<file path="config.mk">
export PLATFORM = sky130hd
export DESIGN_NAME = uart_tx_serializer
export DESIGN_NICKNAME = d
export VERILOG_FILES = /design/src/rtl/uart_tx_serializer.sv
export SDC_FILE = /design/constraint.sdc
export NUM_CORES = 1
export LEC_CHECK = 0
export ABC_AREA = 0
export CAP_MARGIN = 20
export CORE_MARGIN = 2
export CORE_UTILIZATION = 49
export CTS_CLUSTER_SIZE = 8
export DETAILED_ROUTE_END_ITERATION = 8
export HOLD_SLACK_MARGIN = 0.1
export PLACE_DENSITY = 0.84
export SYNTH_ARGS = -nofsm -noshare
export SYNTH_HDL_FRONTEND = slang
export SYNTH_SLANG_ARGS = --single-unit
</file>
<file path="constraint.sdc">
create_clock -name clk_sys -period 1.6 [get_ports clk_sys]
set_input_delay 0.24 -clock clk_sys [delete_from_list [all_inputs] [get_ports clk_sys]]
set_output_delay 0.24 -clock clk_sys [all_outputs]
set_load 0.02 [all_outputs]
</file>
<file path="src/rtl/uart_tx_serializer.sv">
// UART transmitter: serializes one byte per valid/ready handshake into a frame of
// start bit, 8 data bits LSB-first, optional parity and 1 or 2 stop bits on a registered TXD.
module uart_tx_serializer #(
    parameter int CLKS_PER_BIT = 16,
    parameter int PARITY_EN    = 0,
    parameter int PARITY_ODD   = 0,
    parameter int STOP_BITS    = 1
) (
    input  logic       clk_sys,
    input  logic       rst_n,
    input  logic [7:0] tx_data,
    input  logic       tx_valid,
    output logic       tx_ready,
    output logic       txd,
    output logic       busy,
    output logic       tx_done
);

    localparam int                BAUD_W    = (CLKS_PER_BIT > 2) ? $clog2(CLKS_PER_BIT) : 1;
    localparam logic [BAUD_W-1:0] BAUD_ZERO = {BAUD_W{1'b0}};
    localparam logic [BAUD_W-1:0] BAUD_ONE  = BAUD_W'(1);
    localparam logic [BAUD_W-1:0] BAUD_LAST = BAUD_W'(CLKS_PER_BIT - 1);
    localparam logic [2:0]        STOP_LAST = 3'(STOP_BITS - 1);

    generate
        if (CLKS_PER_BIT < 2) begin : g_bad_clks_per_bit
            $error("uart_tx_serializer: CLKS_PER_BIT must be >= 2");
        end
        if ((STOP_BITS != 1) && (STOP_BITS != 2)) begin : g_bad_stop_bits
            $error("uart_tx_serializer: STOP_BITS must be 1 or 2");
        end
    endgenerate

    typedef enum logic [2:0] {
        S_IDLE   = 3'd0,
        S_START  = 3'd1,
        S_DATA   = 3'd2,
        S_PARITY = 3'd3,
        S_STOP   = 3'd4
    } state_t;

    function automatic logic parity_bit(input logic [7:0] data, input logic odd);
        parity_bit = (^data) ^ odd;
    endfunction

    state_t            r_state;
    logic [BAUD_W-1:0] r_baud_cnt;
    logic [2:0]        r_bit_cnt;
    logic [7:0]        r_shift;
    logic              r_parity;
    logic              r_txd;
    logic              r_tx_done;

    state_t            w_state_next;
    logic [BAUD_W-1:0] w_baud_next;
    logic [2:0]        w_bit_next;
    logic [7:0]        w_shift_next;
    logic              w_parity_next;
    logic              w_txd_next;
    logic              w_tx_done_next;
    logic              w_bit_end;

    assign w_bit_end = (r_baud_cnt == BAUD_LAST);

    // Frame sequencing: next state, baud/bit counters and shift register
    always_comb begin
        w_state_next  = r_state;
        w_baud_next   = r_baud_cnt;
        w_bit_next    = r_bit_cnt;
        w_shift_next  = r_shift;
        w_parity_next = r_parity;
        case (r_state)
            S_IDLE: begin
                if (tx_valid) begin
                    w_state_next  = S_START;
                    w_baud_next   = BAUD_ZERO;
                    w_bit_next    = 3'd0;
                    w_shift_next  = tx_data;
                    w_parity_next = parity_bit(tx_data, (PARITY_ODD != 0));
                end else begin
                    w_state_next  = S_IDLE;
                end
            end
            S_START: begin
                if (w_bit_end) begin
                    w_state_next = S_DATA;
                    w_baud_next  = BAUD_ZERO;
                end else begin
                    w_baud_next  = r_baud_cnt + BAUD_ONE;
                end
            end
            S_DATA: begin
                if (w_bit_end) begin
                    w_baud_next  = BAUD_ZERO;
                    w_shift_next = {1'b0, r_shift[7:1]};
                    if (r_bit_cnt == 3'd7) begin
                        w_bit_next = 3'd0;
                        if (PARITY_EN != 0) begin
                            w_state_next = S_PARITY;
                        end else begin
                            w_state_next = S_STOP;
                        end
                    end else begin
                        w_bit_next = r_bit_cnt + 3'd1;
                    end
                end else begin
                    w_baud_next = r_baud_cnt + BAUD_ONE;
                end
            end
            S_PARITY: begin
                if (w_bit_end) begin
                    w_state_next = S_STOP;
                    w_baud_next  = BAUD_ZERO;
                end else begin
                    w_baud_next  = r_baud_cnt + BAUD_ONE;
                end
            end
            S_STOP: begin
                if (w_bit_end) begin
                    w_baud_next = BAUD_ZERO;
                    if (r_bit_cnt == STOP_LAST) begin
                        w_state_next = S_IDLE;
                        w_bit_next   = 3'd0;
                    end else begin
                        w_bit_next   = r_bit_cnt + 3'd1;
                    end
                end else begin
                    w_baud_next = r_baud_cnt + BAUD_ONE;
                end
            end
            default: begin
                w_state_next  = S_IDLE;
                w_baud_next   = BAUD_ZERO;
                w_bit_next    = 3'd0;
                w_shift_next  = 8'h00;
                w_parity_next = 1'b0;
            end
        endcase
    end

    // Line level and done strobe are computed for the cycle after the edge so both register cleanly
    always_comb begin
        w_txd_next = 1'b1;
        case (w_state_next)
            S_START:  w_txd_next = 1'b0;
            S_DATA:   w_txd_next = w_shift_next[0];
            S_PARITY: w_txd_next = w_parity_next;
            default:  w_txd_next = 1'b1;
        endcase
        w_tx_done_next = (w_state_next == S_STOP) && (w_bit_next == STOP_LAST)
                         && (w_baud_next == BAUD_LAST);
    end

    // State, counters and output registers with synchronous active-low reset
    always_ff @(posedge clk_sys) begin
        if (!rst_n) begin
            r_state    <= S_IDLE;
            r_baud_cnt <= BAUD_ZERO;
            r_bit_cnt  <= 3'd0;
            r_shift    <= 8'h00;
            r_parity   <= 1'b0;
            r_txd      <= 1'b1;
            r_tx_done  <= 1'b0;
        end else begin
            r_state    <= w_state_next;
            r_baud_cnt <= w_baud_next;
            r_bit_cnt  <= w_bit_next;
            r_shift    <= w_shift_next;
            r_parity   <= w_parity_next;
            r_txd      <= w_txd_next;
            r_tx_done  <= w_tx_done_next;
        end
    end

    assign tx_ready = (r_state == S_IDLE);
    assign busy     = (r_state != S_IDLE);
    assign txd      = r_txd;
    assign tx_done  = r_tx_done;

endmodule

</file>
==> results of run 1 <==
## metrics by stage
stage	total power [mW]	area (um^2)	cells	setup TNS, ps
6_report	1.13	1980	235	-231
5_1_grt	1.17	1980	235	-1080
4_1_cts	1.12	1890	233	-243
3_5_place_dp	0.846	1760	226	-2810
3_3_place_gp	0.835	1760	226	-2080
2_1_floorplan	0.728	1320	147	-35.3
## metal layers
metal / track usage [%] / vias up / share of wire [%] / wire (um)
met2: 50.6 / 79 / 53 / 2030
met3: 4.84 / 10 / 6.2 / 234
met4: 12.6 / 0 / 2.1 / 81
met5: 0 / - / 0 / 0
met1: 28.8 / 665 / 38 / 1450
li1: - / 667 / - / -
## worst max-delay path: cells and delay by family, from the launching register on
family / cells / cell delay [ps]
DFF: 1 / 370
and+or+nand+nor: 4 / 840
buffers and inverters: 1 / 90
adders and majority gates: 1 / 140
AOI/OAI and AO/OA: 1 / 220
## cell families (layout without fill, tap and decap cells)
kind of cell,count (synthesis),count (layout),share of synthesized area (%)
AO/OA/AOI/OAI,43,43,25.0
XOR/XNOR,8,8,5.47
AND/OR/NAND/NOR,59,59,27.3
flip-flops,21,21,32.8
buffers and inverters,12,70,5.47
adder cells (fa/ha/maj),4,4,3.91
## layout make-up
cell class / count / area share, %
Multi-Input combinational cell: 114 / 48.1
Clock buffer: 4 / 1.33
Sequential cell: 21 / 21.9
Timing Repair Buffer: 62 / 26.0
Tap cell: 30 / 1.90
Inverter: 4 / 0.759
## cells in the mapped netlist, drive strengths merged, types with 2 or more instances
library cell   n
dfxtp         21
nor2          13
nand2          9
a21oi          8
nor2b          8
a222oi         7
o21ai          7
xnor2          7
nor3           6
buf            5
nand2b         5
nand3          5
ha             4
inv            4
a21boi         3
a22oi          3
clkbuf         3
nor3b          3
a211oi         2
a31oi          2
and3           2
o21a           2
## power by group through the flow
stage                     registers [mW]  clock network [mW]  logic (mW)
after CTS                          0.564               0.277       0.275
after global placement             0.574                   0       0.261
after global routing               0.565               0.292       0.310
after detailed placement           0.575                   0       0.271
after floorplan                    0.575                   0       0.154
final                              0.563               0.277       0.289
## repair_timing
| item | in CTS | in global routing |
|---|---|---|
| hold buffers | 0 | 0 |
| hold endpoints to repair | 0 | 0 |
| pin swaps | 9 | 17 |
| setup endpoints to repair | 16 | 16 |
| buffers inserted | 3 | 2 |
| resized for setup | 21 | 17 |
## how the worst min path moves through the flow
stage,to,depth (start not counted),from
2_1_floorplan,r_parity,2,tx_valid
3_3_place_gp,r_shift[0],2,r_shift[0]
3_5_place_dp,r_shift[0],2,r_shift[0]
4_1_cts,r_shift[6],2,r_shift[7]
5_1_grt,r_shift[6],2,r_shift[7]
6_report,r_shift[0],2,r_shift[0]
## state kept, by name (all words and copies together) (netlist names)
signal      count
r_shift         8
txd             1
tx_done         1
r_parity        1
r_baud_cnt      4
r_state         3
r_bit_cnt       3
==> key figures, run 1 <==
Placement
  – IO Port Bufs: 14
  – HPWL Detailed: 2590 um
  – Pre-CTS WS: -336 ps
  – Gpl congestion: 0.852

Yosys
  – Post-synthesis async set-or-reset flop share: 0%
  – Largest area contributor in the netlist: dfxtp_1
  – Top cells by area, synth: dfxtp_1, a222oi_1, xnor2_1
  – Syn. warnings: 0
  – Primary FF master, synth: dfxtp_1
  – Mapped cell area: 0.00128 mm^2
  – #FFs+latches synth: 21
  – EDFF count, synth: 0
  – Syn Nets: 162
  – Share of the synthesized area in the top cell type: 32.8%
  – Sequential area share after synthesis: 32.8%
  – Post-synth cell types: 47
  – Syn Inst Count: 147
  – Avg Cell Area, Syn: 8.72 um^2

Global routing
  – Initial antenna violation count: 0
  – Number of global-route vias before repair: 1,350
  – GRT Total Usage: 26.9%
  – Total gr overflow: 0
  – First-pass GRT wire length: 5870 um
  – Pin count of the biggest net entering global routing: 12

STA
  – Worst setup margin: -157 ps
  – Number of setup violations in the final report: 3
  – Max Slew Vio Count: 0
  – Min Tclk post-route: 1760 ps
  – Setup Skew: 2.64 ps
  – Slew headroom: 76.0%
  – Crit share post-route: 110%
  – Final hold vios: 0
  – Max Clock Freq: 0.569 GHz
  – Least-Margin Pin Slew: 360 ps
  – WHS: 533 ps
  – RSZ-0062 raised after global routing: yes

Power
  – Lkg Pwr: 0.760 nW
  – Net Switching: 0.332 mW
  – Register share of total power: 49.9%
  – Max IR drop VDD: 528 uV
  – Switching Share: 29.4%
  – PD cells: 570 mW/mm^2
  – Clock power frac: 24.6%
  – Internal power: 0.797 mW
  – Comb pwr share: 25.6%

Critical path
  – Slowest stage cell, crit path: or3_4
  – R2R Path Start: r_baud_cnt[0]
  – Reg2Reg Setup Slack: -160 ps
  – Worst Path Arrival: 1990 ps
  – Max incr delay on CP: 380 ps
  – Reg2reg end: tx_done
  – Setup crit end kind: flip-flop
  – CP Cell Sequence: ha_4 > buf_6 > nand3_4 > or3_4 > o221ai_4 > nand3_2 > nor4bb_1
  – Reg2reg path depth: 7
  – Worst Setup Start Kind: flip-flop
  – Crit path max fanout: 6
  – Critical Path End: tx_done
  – Critical path origin: r_baud_cnt[0]
  – CP Class: reg2reg
  – Req. time, crit path: 1830 ps

Layout
  – Layout fillers: 160
  – Area of the multi-input gates: 952 um^2
  – Most frequent cells in the layout: buf_4, dfxtp_1, nor2_1, clkdlybuf4s50_1, nand2_1
  – # diodes: 0
  – Final #Nets: 221
  – Util after Layout: 79.9%
  – Area grow syn2layout: 54.5%
  – Most common cell after layout, fill and taps aside: buf_4
  – Reg area: 433 um^2
  – Share of layout cells above drive strength 1: 42.4%

Clocking
  – Clock buffer count from CTS: 3
  – Later-pin clock latency in the skew report: 320 ps
  – CTS max path bufs: 2
  – TritonCTS clock tree: built
  – H-tree levels: 1
  – Clock tree root buffer cell: clkbuf_4
  – Clock-pin slew on the worst setup and hold paths: 130 ps
  – CTS Sinks: 21

Floorplan
  – Initial Utilization: 51.7%
  – CORE AREA: 0.00248 mm^2
  – Die X: 55.1 um
  – I/O pin cnt: 15
  – Row count: 18
  – Die ar.: 0.00304 mm^2
  – Die Ht: 55.1 um

Status
  – Status: finished, violations left
  – Failing checks: negative setup slack

Detailed routing
  – Via-to-Cell Ratio: 6.05
  – Wirelength, routed: 3800 um
  – DR WL/cell: 16.2 um
  – # DRC: 0
  – First-pass iteration count of the detailed router: 5
  – Initial drt markers: 73
  – Via count: 1,421
  – Antenna Nets Post-Route: 0

Run
  – Max Cap Violations: 0

Min path
  – Hold WC Path Type: reg2reg
Power figures use the tool's default switching activity.
==> inputs of run 2 (changes only) <==
CORE_MARGIN = default   (was 2)
clock period = 1.4 ns   (was 1.6 ns; I/O delays follow)
==> key figures, run 2 (synthesized netlist as in run 1, its figures left out) <==
Layout
  – Most common cell after layout, fill and taps aside: buf_4
  – Flip-flop count of the largest register after layout: 8
  – Most frequent cells in the layout: buf_4, dfxtp_1, buf_6, nor2_1, clkdlybuf4s50_1
  – Largest regs: r_shift: 8 flops, r_baud_cnt: 4 flops
  – Biggest register: r_shift
  – Share of layout cells above drive strength 1: 48.1%
  – Final #Nets: 226
  – Area grow syn2layout: 65.0%
  – # diodes: 0

Critical path
  – Reg2reg path depth: 7
  – R2R Path Start: r_baud_cnt[1]
  – Worst Setup Start Kind: flip-flop
  – Worst Path Arrival: 2050 ps
  – Max incr delay on CP: 380 ps
  – CP Cell Sequence: ha_4 > buf_6 > buf_4 > nor3_1 > o21ai_0 > o21ai_0 > nor4bb_1
  – Most common cell on crit path: o21ai_0
  – Reg2reg end: tx_done
  – CP Class: reg2reg
  – Setup crit end kind: flip-flop
  – Crit path max fanout: 4
  – Slowest stage cell, crit path: nor3_1
  – Req. time, crit path: 1630 ps
  – Reg2Reg Setup Slack: -420 ps

Detailed routing
  – Via count: 1,585
  – Via-to-Cell Ratio: 6.60
  – First-pass iteration count of the detailed router: 6
  – DR WL/cell: 21.9 um
  – # DRC: 0
  – Initial drt markers: 141
  – Antenna Nets Post-Route: 0
  – Wirelength, routed: 5250 um

Run
  – Max Cap Violations: 0

Clocking
  – Clock tree root buffer cell: clkbuf_4
  – Clock buffer count from CTS: 3
  – CTS Hold Bufs: 0
  – Later-pin clock latency in the skew report: 310 ps
  – H-tree levels: 1
  – CTS max path bufs: 2
  – Clock-pin slew on the worst setup and hold paths: 130 ps
  – TritonCTS clock tree: built
  – CTS Sinks: 21

Floorplan
  – Die Ht: 53.1 um
  – CORE AREA: 0.00248 mm^2
  – Initial Utilization: 51.7%
  – Die ar.: 0.00282 mm^2
  – I/O pin cnt: 15
  – Die X: 53.1 um
  – Row count: 18

Status
  – Failing checks: negative setup slack
  – Status: finished, violations left

STA
  – Worst setup margin: -421 ps
  – Slew headroom: 68.5%
  – WHS: 547 ps
  – Setup Skew: 9.31 ps
  – Number of setup violations in the final report: 19
  – Max Slew Vio Count: 0
  – Max Clock Freq: 0.549 GHz
  – Least-Margin Pin Slew: 469 ps
  – RSZ-0062 raised after global routing: yes
  – Min Tclk post-route: 1820 ps
  – Crit share post-route: 130%
  – Final hold vios: 0

Min path
  – Hold Path Sink: r_shift[7]
  – Hold_sp: r_shift[7]
  – Worst hold stages: 2
  – Hold WC Path Type: reg2reg

Global routing
  – First-pass GRT wire length: 7360 um
  – Initial antenna violation count: 0
  – Number of global-route vias before repair: 1,513
  – Pin count of the biggest net entering global routing: 13
  – Total gr overflow: 0
  – GRT Total Usage: 37.6%

Power
  – Max IR drop VDD: 1450 uV
  – PD cells: 645 mW/mm^2
  – Lkg Pwr: 0.828 nW
  – Total power: 1.36 mW

Placement
  – IO Port Bufs: 14
  – HPWL Detailed: 2670 um
  – Gpl congestion: 0.892
==> run 2: changes by cell type in the layout (fill, tap and decap cells not counted), sizes merged <==
cell	previous run	this run
buf	48	55
clkdlybuf4s15	2	0
clkdlybuf4s50	12	10
dlygate4sd2	0	2
clkbuf	4	3
clkinv	0	1
==> run 2: layout make-up <==
type	count	area, um^2
Fill cell	123	363
Clock buffer	3	22.5
Tap cell	30	37.5
Clock inverter	1	5.00
Inverter	4	17.5
Sequential cell	21	435
Timing Repair Buffer	67	612
Multi-Input combinational cell	114	985
==> run 2: through the flow <==
stage / setup slack (ps) / utilization [%] / std cells / setup TNS [ps] / cell area [um^2]
global placement: -500 / 70.7 / 223 / -6090 / 1750
CTS: -332 / 81.9 / 238 / -3090 / 2030
floorplan: -230 / - / 147 / -1550 / 1320
detailed placement: -616 / 70.7 / 223 / -7450 / 1750
finish: -421 / 85.4 / 240 / -4560 / 2110
global route: -496 / 85.4 / 240 / -5550 / 2110
==> run 2: routing by layer <==
layer  part of all wire (%)  track usage (%)
met1                     37             41.3
met2                     48             62.4
met3                    7.4             9.77
met4                    8.1             26.3
met5                      0                0
==> run 2: report_power, final <==
part | leakage, nW | internal [mW] | switching, mW
logic | 0.636 | 0.214 | 0.199
clock network | 0.0177 | 0.107 | 0.198
registers | 0.175 | 0.622 | 0.0246
total | 0.828 | 0.942 | 0.421
==> run 2: worst max-delay path by stage <==
stage | from | end | slack [ps]
2_1_floorplan | r_state[2] | txd | -230
3_3_place_gp | r_baud_cnt[1] | txd | -500
3_5_place_dp | r_baud_cnt[1] | txd | -620
4_1_cts | r_baud_cnt[1] | tx_done | -330
5_1_grt | r_baud_cnt[1] | tx_done | -500
6_report | r_baud_cnt[1] | tx_done | -420
==> run 2: repair_timing <==
| item | in CTS | in global routing |
|---|---|---|
| hold endpoints to repair | 0 | 0 |
| resized for setup | 51 | 20 |
| pin swaps | 19 | 10 |
| endpoints found under the setup margin | 23 | 22 |
| setup buffers | 11 | 2 |
==> run 2: worst max-delay path, delay by kind of cell (launching register included) <==
kind | cells | cell delay, ps
DFF | 1 | 370
buffers and inverters | 2 | 260
and+or+nand+nor | 2 | 610
AOI/OAI and AO/OA | 2 | 320
adders and majority gates | 1 | 170
==> variant 1, RTL diff (flow settings as in run 1) <==
Put one more register stage on the output `txd`, with the module's reset. The value now appears one clock later. The other outputs are not delayed to match.
--- a/src/rtl/uart_tx_serializer.sv
+++ b/src/rtl/uart_tx_serializer.sv
@@ -174,7 +174,13 @@
 
     assign tx_ready = (r_state == S_IDLE);
     assign busy     = (r_state != S_IDLE);
-    assign txd      = r_txd;
+    always_ff @(posedge clk_sys) begin
+        if (!rst_n) begin
+            txd <= '0;
+        end else begin
+            txd <= r_txd;
+        end
+    end
     assign tx_done  = r_tx_done;
 
 endmodule
Formal check against the unedited RTL: not equivalent (a bounded check fails within 4 cycles, from zero or initial values and one cycle with rst_n low).
==> variant 1 against run 1 <==
- the flow still finishes with violations (negative setup slack)
- count of clock-buffer cells in the layout unchanged
- area after synthesis decreased by 7.1%
- sequential cell count increased by 1
- routed wire length decreased by 13%
- setup slack improved by 0.066 ns
- design area decreased by 14%
- total power increased by 7.4%
- critical endpoint unchanged
==> variant 1: results (changes against run 1) <==
| Metric | Value |
|---|---|
| Xor-xnor portion of the synthesized cell area | `5.89% (was 5.47%)` |
| Fin Setup TNS | `-0.303 ns (was -0.231 ns)` |
| Final setup violation count | `9 (was 3)` |
| Post-synthesis cell type count | `37 (was 47)` |
| Nets@finish | `186 (was 221)` |
| Synth Area in Compound Gates | `20.4% (was 25.0%)` |
| Post-Syn Nets | `154 (was 162)` |
| Met2 routed WL | `1.69 mm (was 2.03 mm)` |
| Via count | `1165 (was 1421)` |
| GR Util met2 | `46.3% (was 50.6%)` |
| Layout Cells excl Fill | `198 (was 235)` |
| Worst stage delay on the critical path | `0.41 ns (was 0.38 ns)` |
| Syn avg cell area | `8.56 µm² (was 8.72 µm²)` |
| Worst vdd ir | `559 µV (was 528 µV)` |
| Worst-path fanout max | `12 (was 6)` |
| Min-delay src | `r_txd$_SDFF_PN1_ (was r_shift[0]$_SDFF_PN0_)` |
| Total Routing Usage GR | `26.4% (was 26.9%)` |
| Gpl congestion | `0.881 (was 0.852)` |
| Failing checks | `negative setup slack (unchanged)` |
| Met1 track demand over resource | `31.0% (was 28.8%)` |
| Post-synthesis adder-cell area fraction | `4.21% (was 3.91%)` |
| Static Leak | `0.670 nW (was 0.760 nW)` |
| Sequential fraction of the synthesis area | `37.0% (was 32.8%)` |
| Worst Path Arrival | `1.93 ns (was 1.99 ns)` |
| Setup ws final | `-0.0905 ns (was -0.157 ns)` |
| WL final | `3.33 mm (was 3.80 mm)` |
| Least-Margin Pin Slew | `0.388 ns (was 0.360 ns)` |
| Layout cells sized above 1 | `31.2% (was 42.4%)` |
| Outcome | `complete, but fails checks (unchanged)` |
| Post-Place Worst Slack | `-0.218 ns (was -0.336 ns)` |
| Mux contribution to synthesized area | `1.68% (was 0%)` |
| Largest net degree at the start of global routing | `14 (was 12)` |
| Met3 Use GR | `3.39% (was 4.84%)` |
| Cell at the slowest stage of the critical path | `or3b_4 (was or3_4)` |
| Commonest non-fill, non-tap cell in the layout | `dfxtp_1 (was buf_4)` |
| HPWL after detailed placement | `2.04 mm (was 2.59 mm)` |
| Wire length on met1 | `1.33 mm (was 1.45 mm)` |
| Setup slack, reg-to-reg | `-0.09 ns (was -0.16 ns)` |
| Top post-synthesis cells by count | `22 x dfxtp_1, 17 x nor2_1, 11 x nor2b_1, 8 x inv_1, 8 x xnor2_1 (was 21 x dfxtp_1, 12 x nor2_1, 9 x nand2_1, 8 x a21oi_1, 8 x nor2b_1)` |
| Vias in the first global route | `1112 (was 1350)` |
| R2R Path Start | `r_state[0]$_SDFF_PN0_ (was r_baud_cnt[0]$_SDFF_PN0_)` |
==> variant 1: cell count changes after synthesis, moves of 3 or more <==
cell | run 1 | this run
nor2_1 | 12 | 17
nand2_1 | 9 | 6
nor2b_1 | 8 | 11
a21oi_1 | 8 | 5
buf_2 | 2 | 5
nand3_1 | 5 | 2
and2_1 | 1 | 4
inv_1 | 4 | 8
buf_6 | 3 | 0
==> variant 1: final cells by class <==
type	instances	area [µm²]	area share (%)
Multi-Input combinational cell	102	828	48.8
Sequential cell	22	448	26.4
Timing Repair Buffer	34	308	18.1
Clock buffer	4	47.5	2.80
Tap cell	28	35.0	2.06
Inverter	8	30.0	1.77
==> variant 1: timing repair <==
item,CTS,global route
gates resized for setup,28,17
setup buffers,5,1
setup endpoints to repair,14,14
gates cloned,0,0
pin swaps,10,8
==> variant 1: power breakdown <==
part | switching, mW | internal [mW] | total (mW)
logic | 0.119 | 0.129 | 0.248
clock network | 0.185 | 0.191 | 0.376
registers | 0.0145 | 0.574 | 0.589
total | 0.319 | 0.894 | 1.21
==> variant 2, RTL diff (settings of run 1) <==
Made on the original files. The parameter `CLKS_PER_BIT` goes from 16 to 64.
--- a/src/rtl/uart_tx_serializer.sv
+++ b/src/rtl/uart_tx_serializer.sv
@@ -1,7 +1,7 @@
 // UART transmitter: serializes one byte per valid/ready handshake into a frame of
 // start bit, 8 data bits LSB-first, optional parity and 1 or 2 stop bits on a registered TXD.
 module uart_tx_serializer #(
-    parameter int CLKS_PER_BIT = 16,
+    parameter int CLKS_PER_BIT = 64,
     parameter int PARITY_EN    = 0,
     parameter int PARITY_ODD   = 0,
     parameter int STOP_BITS    = 1
Function: no difference found for any inputs over 10 cycles, from zero or initial values and one cycle with rst_n low; that may be too few to reach the edited logic, so the function may still have changed.
==> variant 2 against run 1 <==
- the run ends with design-rule violations, negative setup slack left
- synthesized cell count increased by 6.8%
- setup slack improved by 0.0091 ns
- total power increased by 5.5%
- non-clock buffer count decreased by 6
- maximum frequency increased by 0.52%
- count of clock-buffer cells in the layout unchanged
- area after synthesis increased by 4.0%
- routed wire length increased by 11%
- design area increased by 3.3%
- final cell count increased by 2.1%
- sequential cell count increased by 2
- critical endpoint unchanged
- largest power group unchanged
- highest routed layer unchanged
==> variant 2: results (changes against run 1) <==
| Metric | Value |
|---|---|
| WL final | `4.22 mm (was 3.80 mm)` |
| Area contributors post-synth | `dfxtp_1 35%, nor2_1 5.4%, xnor2_1 4.6%, a222oi_1 4.5%, ha_1 3.8% (was dfxtp_1 33%, a222oi_1 5.5%, xnor2_1 4.8%, ha_1 3.9%, nor2b_1 3.9%)` |
| Post-synth top flop | `dfxtp_1 (unchanged)` |
| CTS clk-pin slew, worst paths | `0.13 ns (about the same)` |
| Worst-path fanout max | `4 (was 6)` |
| Outcome | `complete, but fails checks (unchanged)` |
| Asr flop ratio synth | `0% (unchanged)` |
| Static Leak | `0.741 nW (was 0.760 nW)` |
| H-Tree Depth | `1 (unchanged)` |
| Post-synthesis cell type count | `46 (was 47)` |
| Total Routing Usage GR | `24.7% (was 26.9%)` |
| Biggest regs | `r_shift x8, r_baud_cnt x6 (was r_shift x8, r_baud_cnt x4)` |
| Post-synthesis adder-cell area fraction | `3.76% (was 3.91%)` |
| Sequential fraction of the synthesis area | `34.6% (was 32.8%)` |
| Clock Path Buffers | `2 (unchanged)` |
| Setup ws final | `-0.148 ns (was -0.157 ns)` |
| Global-route wire length before repair | `6.26 mm (was 5.87 mm)` |
| HPWL after detailed placement | `2.79 mm (was 2.59 mm)` |
| Xor-xnor portion of the synthesized cell area | `5.26% (was 5.47%)` |
| Gpl congestion | `0.965 (was 0.852)` |
| Yosys Warn Count | `0 (unchanged)` |
| Top post-synthesis cells by count | `23 x dfxtp_1, 19 x nor2_1, 9 x nand2_1 (was 21 x dfxtp_1, 12 x nor2_1, 9 x nand2_1, 8 x a21oi_1, 8 x nor2b_1)` |
| Synth Area in Compound Gates | `24.8% (was 25.0%)` |
| Final setup violation count | `7 (was 3)` |
| Vias in the first global route | `1447 (was 1350)` |
| Nets@finish | `226 (was 221)` |
| DRC | `2 (was 0)` |
| 1st-pass router iterations | `9 (was 5)` |
| Worst vdd ir | `710 µV (was 528 µV)` |
| Total of max-cap violations | `0 (unchanged)` |
| Slew headroom | `74.5% (was 76.0%)` |
| Post-Place Worst Slack | `-0.276 ns (was -0.336 ns)` |
| Mux contribution to synthesized area | `1.13% (was 0%)` |
| DRT iter0 DRCs | `143 (was 73)` |
| Layout cells sized above 1 | `40.5% (was 42.4%)` |
| Vias/cell | `6.30 (was 6.05)` |
| Post-Syn Nets | `172 (was 162)` |
| Clock Skews | `0.00720 ns (was 0.00264 ns)` |
| Failing checks | `design-rule violations, negative setup slack (was negative setup slack)` |
| Largest net degree at the start of global routing | `14 (was 12)` |
==> variant 2: worst max-delay path, cell delays in order (launching register included) <==
cell and delay, ns:
dfxtp_2 0.35, or3_4 0.46, nor2_4 0.17, o21ai_2 0.08, a221o_1 0.37, nor4_2 0.25
==> variant 2: power breakdown <==
part           internal, mW  leakage (nW)  switching, mW  total (mW)
registers             0.594         0.191         0.0139       0.608
clock network        0.0976        0.0150          0.180       0.277
logic                 0.161         0.535          0.145       0.306
total                 0.853         0.741          0.338        1.19
==> variant 2: final timing paths <==
check | end | startpoint | slack (ns) | depth (start not counted)
worst max-delay path | tx_done$_SDFF_PN0_ | r_state[1]$_SDFF_PN0_ | -0.15 | 5
worst min-delay path | r_shift[2]$_SDFFE_PN0P_ | r_shift[3]$_SDFFE_PN0P_ | 0.56 | 2
worst max register to register | tx_done$_SDFF_PN0_ | r_state[1]$_SDFF_PN0_ | -0.15 | 5
worst min register to register | r_shift[2]$_SDFFE_PN0P_ | r_shift[3]$_SDFFE_PN0P_ | 0.56 | 2
==> variant 2: kinds of logic after synthesis <==
family          Yosys count
flops                    23
mux                       1
compound gates           44
buf+inv                  12
xor+xnor                  8
simple gates             65
fa+ha+maj                 4
==> variant 2: metal layers <==
| layer | global-route usage (%) | vias up | wire (µm) |
|---|---|---|---|
| met5 | 0 | - | 0 |
| met4 | 11.2 | 0 | 124 |
| met3 | 3.95 | 11 | 236 |
| met2 | 43.2 | 85 | 2070 |
| met1 | 29.4 | 716 | 1790 |
| li1 | - | 700 | - |
==> variant 2: layout make-up <==
type,instances,area [µm²]
clock buffer,4,26.3
timing repair buffer,56,495
multi-input combinational,122,980
inverter,5,31.3
fill,146,478
sequential,23,474
tap,30,37.5
==> variant 2: through the flow <==
| step | hold slack, ns | cells | instance area [µm²] | util (%) | setup TNS [ns] |
|---|---|---|---|---|---|
| after floorplan | 0.386 | 157 | 1390 | - | -0.201 |
| after global routing | 0.589 | 240 | 2040 | 81.1 | -1.34 |
| after global placement | 0.485 | 227 | 1810 | 71.9 | -1.91 |
| after detailed placement | 0.506 | 227 | 1810 | 71.9 | -2.28 |
| final | 0.561 | 240 | 2040 | 81.1 | -0.442 |
| after CTS | 0.551 | 233 | 1880 | 74.7 | -0.599 |
==> variant 2: repair_timing <==
action	in CTS	in global routing
gates resized for setup	17	27
buffers inserted	3	7
pin swaps	6	7
endpoints found under the setup margin	12	17
